===== config.mk =====
export PLATFORM = sky130hd
export DESIGN_NAME = uart_word_loader
export DESIGN_NICKNAME = d
export VERILOG_FILES = /design/src/rtl/uart_word_loader.sv
export SDC_FILE = /design/constraint.sdc
export NUM_CORES = 1
export LEC_CHECK = 0
export BUFFER_PORTS_ARGS = -buffer_cell sky130_fd_sc_hd__buf_2
export CORE_UTILIZATION = 55
export CTS_CLUSTER_DIAMETER = 60
export DETAILED_ROUTE_END_ITERATION = 16
export GPL_TIMING_DRIVEN = 0
export PLACE_DENSITY_LB_ADDON = 0.1
export SLEW_MARGIN = 20
export SYNTH_ARGS = -nofsm -noshare
export SYNTH_HDL_FRONTEND = slang
export SYNTH_SLANG_ARGS = --single-unit

===== constraint.sdc =====
create_clock -name clk -period 2.9 [get_ports clk]
set_input_delay 0.29 -clock clk [delete_from_list [all_inputs] [get_ports clk]]
set_output_delay 0.29 -clock clk [all_outputs]
set_load 0.05 [all_outputs]

===== src/rtl/uart_word_loader.sv =====
// UART boot-loader receiver: 8N1 frames (8E1 when UART_PARITY_EN is defined) are packed
// little-endian into 32-bit words and written to IM or DM through a one-cycle strobe.
module uart_word_loader #(
  parameter int CLKS_PER_BIT = 868,
  parameter int IM_SIZE      = 256,
  parameter int DM_SIZE      = 512,
  parameter int ADDR_BIT     = 9
) (
  input  logic                clk,
  input  logic                reset,
  input  logic                en,
  input  logic                ram_id,
  input  logic                Rx_Serial,
  output logic [ADDR_BIT-1:0] addr,
  output logic                on_received,
  output logic [31:0]         recv_data,
  output logic                IM_Done,
  output logic                DM_Done,
  output logic                frame_err,
  output logic [2:0]          dbg_state_o
);
  localparam int CW = $clog2(CLKS_PER_BIT + 1);
  localparam logic [CW-1:0]       FULL_LAST = CW'(CLKS_PER_BIT - 1);
  localparam logic [CW-1:0]       HALF_LAST = CW'(CLKS_PER_BIT / 2 - 1);
  localparam logic [ADDR_BIT-1:0] IM_LAST   = ADDR_BIT'(IM_SIZE - 1);
  localparam logic [ADDR_BIT-1:0] DM_LAST   = ADDR_BIT'(DM_SIZE - 1);

  typedef enum logic [2:0] {
    S_IDLE   = 3'd0,
    S_START  = 3'd1,
    S_DATA   = 3'd2,
`ifdef UART_PARITY_EN
    S_PARITY = 3'd3,
`endif
    S_STOP   = 3'd4
  } state_t;

  state_t              state_q, state_d;
  logic                rx_meta_q, rx_q, en_q;
  logic [CW-1:0]       cnt_q;
  logic [2:0]          bit_idx_q;
  logic [7:0]          shift_q;
  logic                ram_sel_q;
  logic [1:0]          byte_cnt_q;
  logic [ADDR_BIT-1:0] addr_q;
  logic [31:0]         recv_q;
  logic                strobe_q, im_done_q, dm_done_q, ferr_q;
  logic                tick, data_tick, stop_tick, byte_ok, byte_bad, par_ok;
  logic                sel_done;
  logic [ADDR_BIT-1:0] last_addr;

  assign sel_done  = ram_sel_q ? dm_done_q : im_done_q;
  assign last_addr = ram_sel_q ? DM_LAST : IM_LAST;

  always_ff @(posedge clk or posedge reset) begin
    if (reset) state_q <= S_IDLE;
    else       state_q <= state_d;
  end

  always_comb begin
    state_d = state_q;
    if (!en) begin
      state_d = S_IDLE;
    end else begin
      case (state_q)
        S_IDLE:   if (!rx_q) state_d = S_START;
        S_START:  if (tick) state_d = rx_q ? S_IDLE : S_DATA;
`ifdef UART_PARITY_EN
        S_DATA:   if (tick && bit_idx_q == 3'd7) state_d = S_PARITY;
        S_PARITY: if (tick) state_d = S_STOP;
`else
        S_DATA:   if (tick && bit_idx_q == 3'd7) state_d = S_STOP;
`endif
        S_STOP:   if (tick) state_d = S_IDLE;
        default:  state_d = S_IDLE;
      endcase
    end
  end

  // START waits half a bit so every later sample lands mid-bit.
  always_comb begin
    tick        = (state_q == S_START) ? (cnt_q == HALF_LAST)
                                       : (state_q != S_IDLE && cnt_q == FULL_LAST);
    data_tick   = tick && (state_q == S_DATA);
    stop_tick   = tick && (state_q == S_STOP);
    byte_ok     = en && stop_tick && rx_q && par_ok;
    byte_bad    = en && stop_tick && !(rx_q && par_ok);
    dbg_state_o = state_q;
  end

`ifdef UART_PARITY_EN
  logic par_ok_q;
  always_ff @(posedge clk or posedge reset) begin
    if (reset) par_ok_q <= 1'b1;
    else if (tick && state_q == S_PARITY) par_ok_q <= ((^shift_q) == rx_q);
  end
  assign par_ok = par_ok_q;
`else
  assign par_ok = 1'b1;
`endif

  // on_received is a bare write strobe: no ready, the memory must accept it in that cycle.
  always_ff @(posedge clk or posedge reset) begin
    if (reset) begin
      rx_meta_q  <= 1'b1;
      rx_q       <= 1'b1;
      en_q       <= 1'b0;
      cnt_q      <= '0;
      bit_idx_q  <= '0;
      shift_q    <= '0;
      ram_sel_q  <= 1'b0;
      byte_cnt_q <= '0;
      addr_q     <= '0;
      recv_q     <= '0;
      strobe_q   <= 1'b0;
      im_done_q  <= 1'b0;
      dm_done_q  <= 1'b0;
      ferr_q     <= 1'b0;
    end else begin
      rx_meta_q <= Rx_Serial;
      rx_q      <= rx_meta_q;
      en_q      <= en;
      cnt_q     <= (state_q == S_IDLE || tick) ? '0 : cnt_q + CW'(1);
      if (state_q == S_IDLE)  bit_idx_q <= '0;
      else if (data_tick)     bit_idx_q <= bit_idx_q + 3'd1;
      if (data_tick) shift_q <= {rx_q, shift_q[7:1]};
      strobe_q <= 1'b0;
      ferr_q   <= byte_bad;
      if (strobe_q && addr_q != last_addr) addr_q <= addr_q + ADDR_BIT'(1);
      if (en && !en_q) begin
        ram_sel_q  <= ram_id;
        addr_q     <= '0;
        byte_cnt_q <= '0;
        if (ram_id) dm_done_q <= 1'b0;
        else        im_done_q <= 1'b0;
      end else if (!en) begin
        byte_cnt_q <= '0;
      end else if (byte_ok && !sel_done) begin
        recv_q[{byte_cnt_q, 3'b000} +: 8] <= shift_q;
        byte_cnt_q <= byte_cnt_q + 2'd1;
        if (byte_cnt_q == 2'd3) begin
          strobe_q <= 1'b1;
          if (addr_q == last_addr) begin
            if (ram_sel_q) dm_done_q <= 1'b1;
            else           im_done_q <= 1'b1;
          end
        end
      end
    end
  end

  assign addr        = addr_q;
  assign on_received = strobe_q;
  assign recv_data   = recv_q;
  assign IM_Done     = im_done_q;
  assign DM_Done     = dm_done_q;
  assign frame_err   = ferr_q;
endmodule


== Yosys cells after proc, flatten, opt, wreduce, memory -nomap -nowiden ==
Cells that the tools add are included.
Cells by class
  $add $sub $neg: 5
  eq/ne operators: 17
  shift-type cells: 2
  mux-type cells: 37
  bitwise operators: 1
  reductions and logical operators: 27
Operators with widths (number)
  $bwmux 32: 1
  $shift 8x7->32 const A: 1
  $shiftx 8x7->32: 1
  $mux 9: 3
  $mux 3: 7
  $mux 1: 20
  $reduce_bool 2->1: 7
  $ne 3x3->1 const B: 4
  $pmux 3 s4: 1
  $reduce_and 6->1: 2
  $add 10x1->10 const B: 1
  $eq 10x10->1 const B: 1
  $eq 10x9->1 const B: 1
  $logic_and 1x1->1: 10
  $mux 10: 1
  $add 9x1->9 const B: 1
  $eq 9x9->1: 1
  $ne 9x9->1: 1
  $mux 2: 4
  $neg 5->7: 1
  $eq 3x3->1 const B: 2
  $ne 2x2->1 const B: 2
  $reduce_and 4->1: 1
  $add 3x1->3 const B: 1
  12 further kinds: 14
Word-level totals
  register bits after elaboration: 75
  output and inout port bits: 48
  logic and storage cells: 104

== Logic depth before layout (Yosys ltp) ==
  depth after elaboration: 10
  mapped depth: 8
  mapped depth without buffers: 7

== Least setup slack after synthesis ==
No wires, ideal clock.
  path type: register to register
  from: register state_q[0], in the netlist dbg_state_o[0]
  to: register im_done_q, in the netlist IM_Done
  setup time: 0.078 ns
  arrival: 2.361 ns
  slack: 0.461 ns
  stages on the path, launching flop included: 7
  path buffers: 1
  cell sequence: dfrtp_1 -> buf_6 -> nand4bb_4 -> a211oi_2 -> o2111ai_2 -> or4_1 -> o2bb2ai_1
On the way
  cells in the longest elaborated chain, start to end: 9
  elaborated cells on any way between the ends: 11
  those cells by class: eq/ne (2); mux (1); reduce/logical (8)
Ends and longest elaborated chain
  start, declared: RTL line 38  | state_t state_q, state_d;
  start signal, assigned: RTL line 57  | else state_q <= state_d;
  $reduce_bool 3->1: RTL line 83  | : (state_q != S_IDLE && cnt_q == FULL_LAST);
  $logic_and 1x1->1: RTL line 83
  $mux 1: RTL line 82  | tick = (state_q == S_START) ? (cnt_q == HALF_LAST)
  $logic_and 1x1->1 (*): RTL line 85  | stop_tick = tick && (state_q == S_STOP);
  $logic_and 1x1->1 (*) (2 in series): RTL line 86  | byte_ok = en && stop_tick && rx_q && par_ok;
  $logic_and 1x1->1 (*): RTL line 138  | end else if (byte_ok && !sel_done) begin
  $reduce_bool 2->1 (no source line) (*)
  $reduce_and 6->1 (no source line) (*)
  end signal, assigned: RTL line 116  | im_done_q <= 1'b0;
  end signal, assigned: RTL line 135  | else im_done_q <= 1'b0;
  end signal, assigned: RTL line 145  | else im_done_q <= 1'b1;
  end, declared: RTL line 47  | logic strobe_q, im_done_q, dm_done_q, ferr_q;
Every way passes the cells marked *; elsewhere a longest branch is shown, timed or not.
A chain may end at the register's enable or synchronous reset.

== Final worst setup path ==
  from: register cnt_q[0]
  to: register im_done_q, in the netlist IM_Done
On the way
  cells in the longest elaborated chain, start to end: 9
  elaborated cells on any way between the ends: 10
  those cells by class: eq/ne (2); mux (1); reduce/logical (7)
Ends and longest elaborated chain
  start, declared: RTL line 40  | logic [CW-1:0] cnt_q;
  start signal, assigned: RTL line 123  | cnt_q <= (state_q == S_IDLE || tick) ? '0 : cnt_q + CW'(1);
  $eq 10x10->1: RTL line 83
  $logic_and 1x1->1: RTL line 83
  $mux 1 (*): RTL line 82
  $logic_and 1x1->1 (*): RTL line 85
  $logic_and 1x1->1 (*) (2 in series): RTL line 86
  $logic_and 1x1->1 (*): RTL line 138
  $reduce_bool 2->1 (no source line) (*)
  $reduce_and 6->1 (no source line) (*)
Marked as above.

==> summary.md <==
| Metric | Value |
|---|---|
| Reg clk slew, reported paths | 0.08 ns |
| Post-cts hold buffer count | 1 |
| Clk_skew | 0.0120 ns |
| Clock power share | 0.438 |
| Area Overhead vs Synth | 17.1% |
| Lkg Pwr | 2.06 nW |
| Vias/cell | 5.45 |
| N_diodes | 0 |
| Worst-skew pair later-pin latency | 0.36 ns |
| Register share of total power | 0.529 |
| Die Wd | 81.7 um |
| Io pins | 53 |
| IO Port Bufs | 52 |
| Async SR Flop Fraction | 1.00 |
| RSZ-0062 raised after global routing | no |
| Synthesized net count | 349 |
| Non-Filler Instances | 478 |
| Initial Utilization | 0.579 |
| Final min period | 2.52 ns |
| Register bit total from synthesis | 75 |
| Initial DRC count | 146 |
| Fillers | 497 |
| Maximum VDD drop | 0.000388 V |
| DP Cell Count | 461 |
| Gr ovfl total | 0 |
| Final WL | 7170 um |
| Synth cell types | 52 |
| Number of clock sinks | 75 |
| Part of the Yosys area used for sequential elements | 0.538 |
| CP Capture Type | flop |
| DP Worst Slack | 0.445 ns |
| Yosys top cell area share | 0.523 |
| Count of pins over their slew limit | 0 |
| Synth area leaders | dfrtp_1 (52%), nand2_1 (6.6%), mux2i_1 (5.2%) |
| GPL Wtd Cong | 0.793 |
| CP Launch Type | flop |
| EDFF count, synth | 0 |
| Clk buf depth | 2 |
| Share of layout cells above drive strength 1 | 0.223 |
| Clock root cell | clkbuf_8 |
| Core footprint | 6030 um^2 |
| Vias in the first global route | 2,382 |
| Fin Setup TNS | 0 ns |
| Die H | 81.7 um |
| Setup violators final | 0 |
| Switch Pwr | 453 uW |
| Initial antenna violation count | 0 |
| Total power draw | 2.01 mW |
| Hpwl dp | 4910 um |
| Largest net degree at the start of global routing | 40 |
| FMAX | 397 MHz |
| Netlist Area Pre-Place | 3490 um^2 |
| CTS Buf Count | 9 |
| Fin Hold WS | 0.0276 ns |
| Gr usage total | 0.235 |
| Pwr dens | 491 nW/um^2 |
| Status | finished clean |
| Post-layout net count | 414 |
| Hold crit path type | input pin to flop |
| Final hold vios | 0 |
| Internal power | 1.56 mW |
| Logic pwr share | 0.033 |
| First-pass GRT wire length | 11,400 um |
| Tightest Pin Transition | 1.02 ns |
| CTS tree | built |
| Routed vias | 2,605 |
| Rows | 28 |
| YS warnings | 0 |
| Die ar. | 6670 um^2 |
| Worst Setup Path Type | flop to flop |
| Drt pass-1 iters | 5 |
| DRT antenna net count | 0 |
| Avg WL per Cell | 15.0 um |
| Sw frac | 0.225 |
| Synth Area per Inst | 10.5 um^2 |
| PnR worst setup slack | 0.381 ns |
| Top_reg_cell synth | dfrtp_1 |
| Worst rel slew slack | 0.316 |
| Critical path peak fanout | 5 |
| Final period utilization | 0.869 |
| Max Cap Violations | 0 |
| Post-CTS Setup Bufs | 0 |
| Drt drc | 0 |
| H-tree depth reported by CTS | 3 |
| Leading area contributor after synthesis | dfrtp_1 |
| Syn Inst Count | 333 |
| Data required time of the critical path | 3.18 ns |
| CTS resizes | 0 |
| Worst endpoint data arrival time | 2.80 ns |
-- per-layer routing --
metal	routed length, um	track usage	vias to the layer above
li1	-	-	1270
met1	3510	0.321	1268
met2	3300	0.359	56
met3	241	0.0456	11
met4	120	0.116	0
met5	0	0	-
-- layout make-up --
class / instances / area [um^2] / share of cell area
Tap cell: 75 / 93.8 / 0.0230
Sequential cell: 75 / 1880 / 0.460
Clock inverter: 5 / 77.6 / 0.0190
Buffer: 6 / 32.5 / 0.00796
Timing Repair Buffer: 54 / 290 / 0.0710
Clock buffer: 11 / 131 / 0.0321
Inverter: 24 / 92.6 / 0.0227
Multi-Input combinational cell: 228 / 1490 / 0.364
-- critical path, cell delays in order, from the launching register on --
cell	delay [ns]
dfrtp_1	0.42
ha_1	0.22
nor4bb_1	0.45
and3_1	0.34
o2111ai_2	0.23
or4_1	0.62
o2bb2ai_1	0.17
-- per-stage QoR --
step | util | cell area, um^2
after global routing | 0.678 | 4090
final | 0.678 | 4090
after global placement | 0.638 | 3840
after CTS | 0.678 | 4090
after floorplan | - | 3490
after detailed placement | 0.642 | 3870
-- cells by family (layout without fill, tap and decap cells) --
| group | after synthesis | in the layout | synth area share |
|---|---|---|---|
| AOI/OAI and AO/OA | 38 | 38 | 0.0717 |
| adders and majority gates | 11 | 11 | 0.0394 |
| muxes | 27 | 27 | 0.0806 |
| DFF | 75 | 75 | 0.538 |
| xor gates and xnor gates | 15 | 15 | 0.0376 |
| and+or+nand+nor | 137 | 137 | 0.197 |
| buffers and inverters | 30 | 100 | 0.0351 |
-- state kept, by name, indices dropped and copies added (netlist names), 2 cells and up --
signal       flops
dbg_state_o      3
addr             9
byte_cnt_q       2
shift_q          8
bit_idx_q        3
cnt_q           10
recv_data       32
-- synth_stat cells (2+ instances only) --
| cell type | instances |
|---|---|
| nor2_1 | 27 |
| and2_1 | 3 |
| and4_1 | 3 |
| o21ai_1 | 2 |
| xnor2_1 | 9 |
| nand3_1 | 9 |
| dfstp_2 | 2 |
| nand2_1 | 61 |
| mux2i_1 | 18 |
| a21oi_1 | 2 |
| nand4b_1 | 2 |
| nor3b_1 | 5 |
| nand4_1 | 6 |
| clkbuf_1 | 2 |
| ha_1 | 11 |
| buf_2 | 2 |
| nor4_1 | 2 |
| xor2_1 | 6 |
| dfrtp_1 | 73 |
| inv_1 | 24 |
| o2111ai_1 | 2 |
| nor3_1 | 4 |
| mux2_2 | 9 |
| o21ai_0 | 20 |
| a22o_1 | 2 |
-- power by group through the flow --
| stage | Combinational [mW] | Sequential (mW) | Clock (mW) |
|---|---|---|---|
| final | 0.0657 | 1.06 | 0.880 |
| after global placement | 0.0609 | 1.08 | 0 |
| after detailed placement | 0.0664 | 1.08 | 0 |
| after global routing | 0.0751 | 1.06 | 0.939 |
| after CTS | 0.0679 | 1.06 | 0.886 |
| after floorplan | 0.0414 | 1.08 | 0 |
-- final timing paths --
kind	start	cells after the start	to	slack, ns
max in group asynchronous	reset	4	rx_q	1.76
min in group asynchronous	reset	3	DM_Done	0.51
setup reg to reg	cnt_q[0]	6	IM_Done	0.38
setup / recovery	cnt_q[0]	6	IM_Done	0.38
hold / removal	Rx_Serial	1	rx_meta_q	0.03
hold reg to reg	rx_meta_q	0	rx_q	0.37
-- cells in the final DEF (no fill, tap or decap), drive strengths merged, types with 6 or more instances in the layout --
| cell type | n |
|---|---|
| buf | 57 |
| clkbuf | 13 |
| dfrtp | 73 |
| ha | 11 |
| inv | 24 |
| mux2 | 9 |
| mux2i | 18 |
| nand2 | 61 |
| nand3 | 9 |
| nand4 | 7 |
| nor2 | 27 |
| o21ai | 22 |
| xnor2 | 9 |
| xor2 | 6 |
Note: power is estimated with default switching activity, not from simulation.
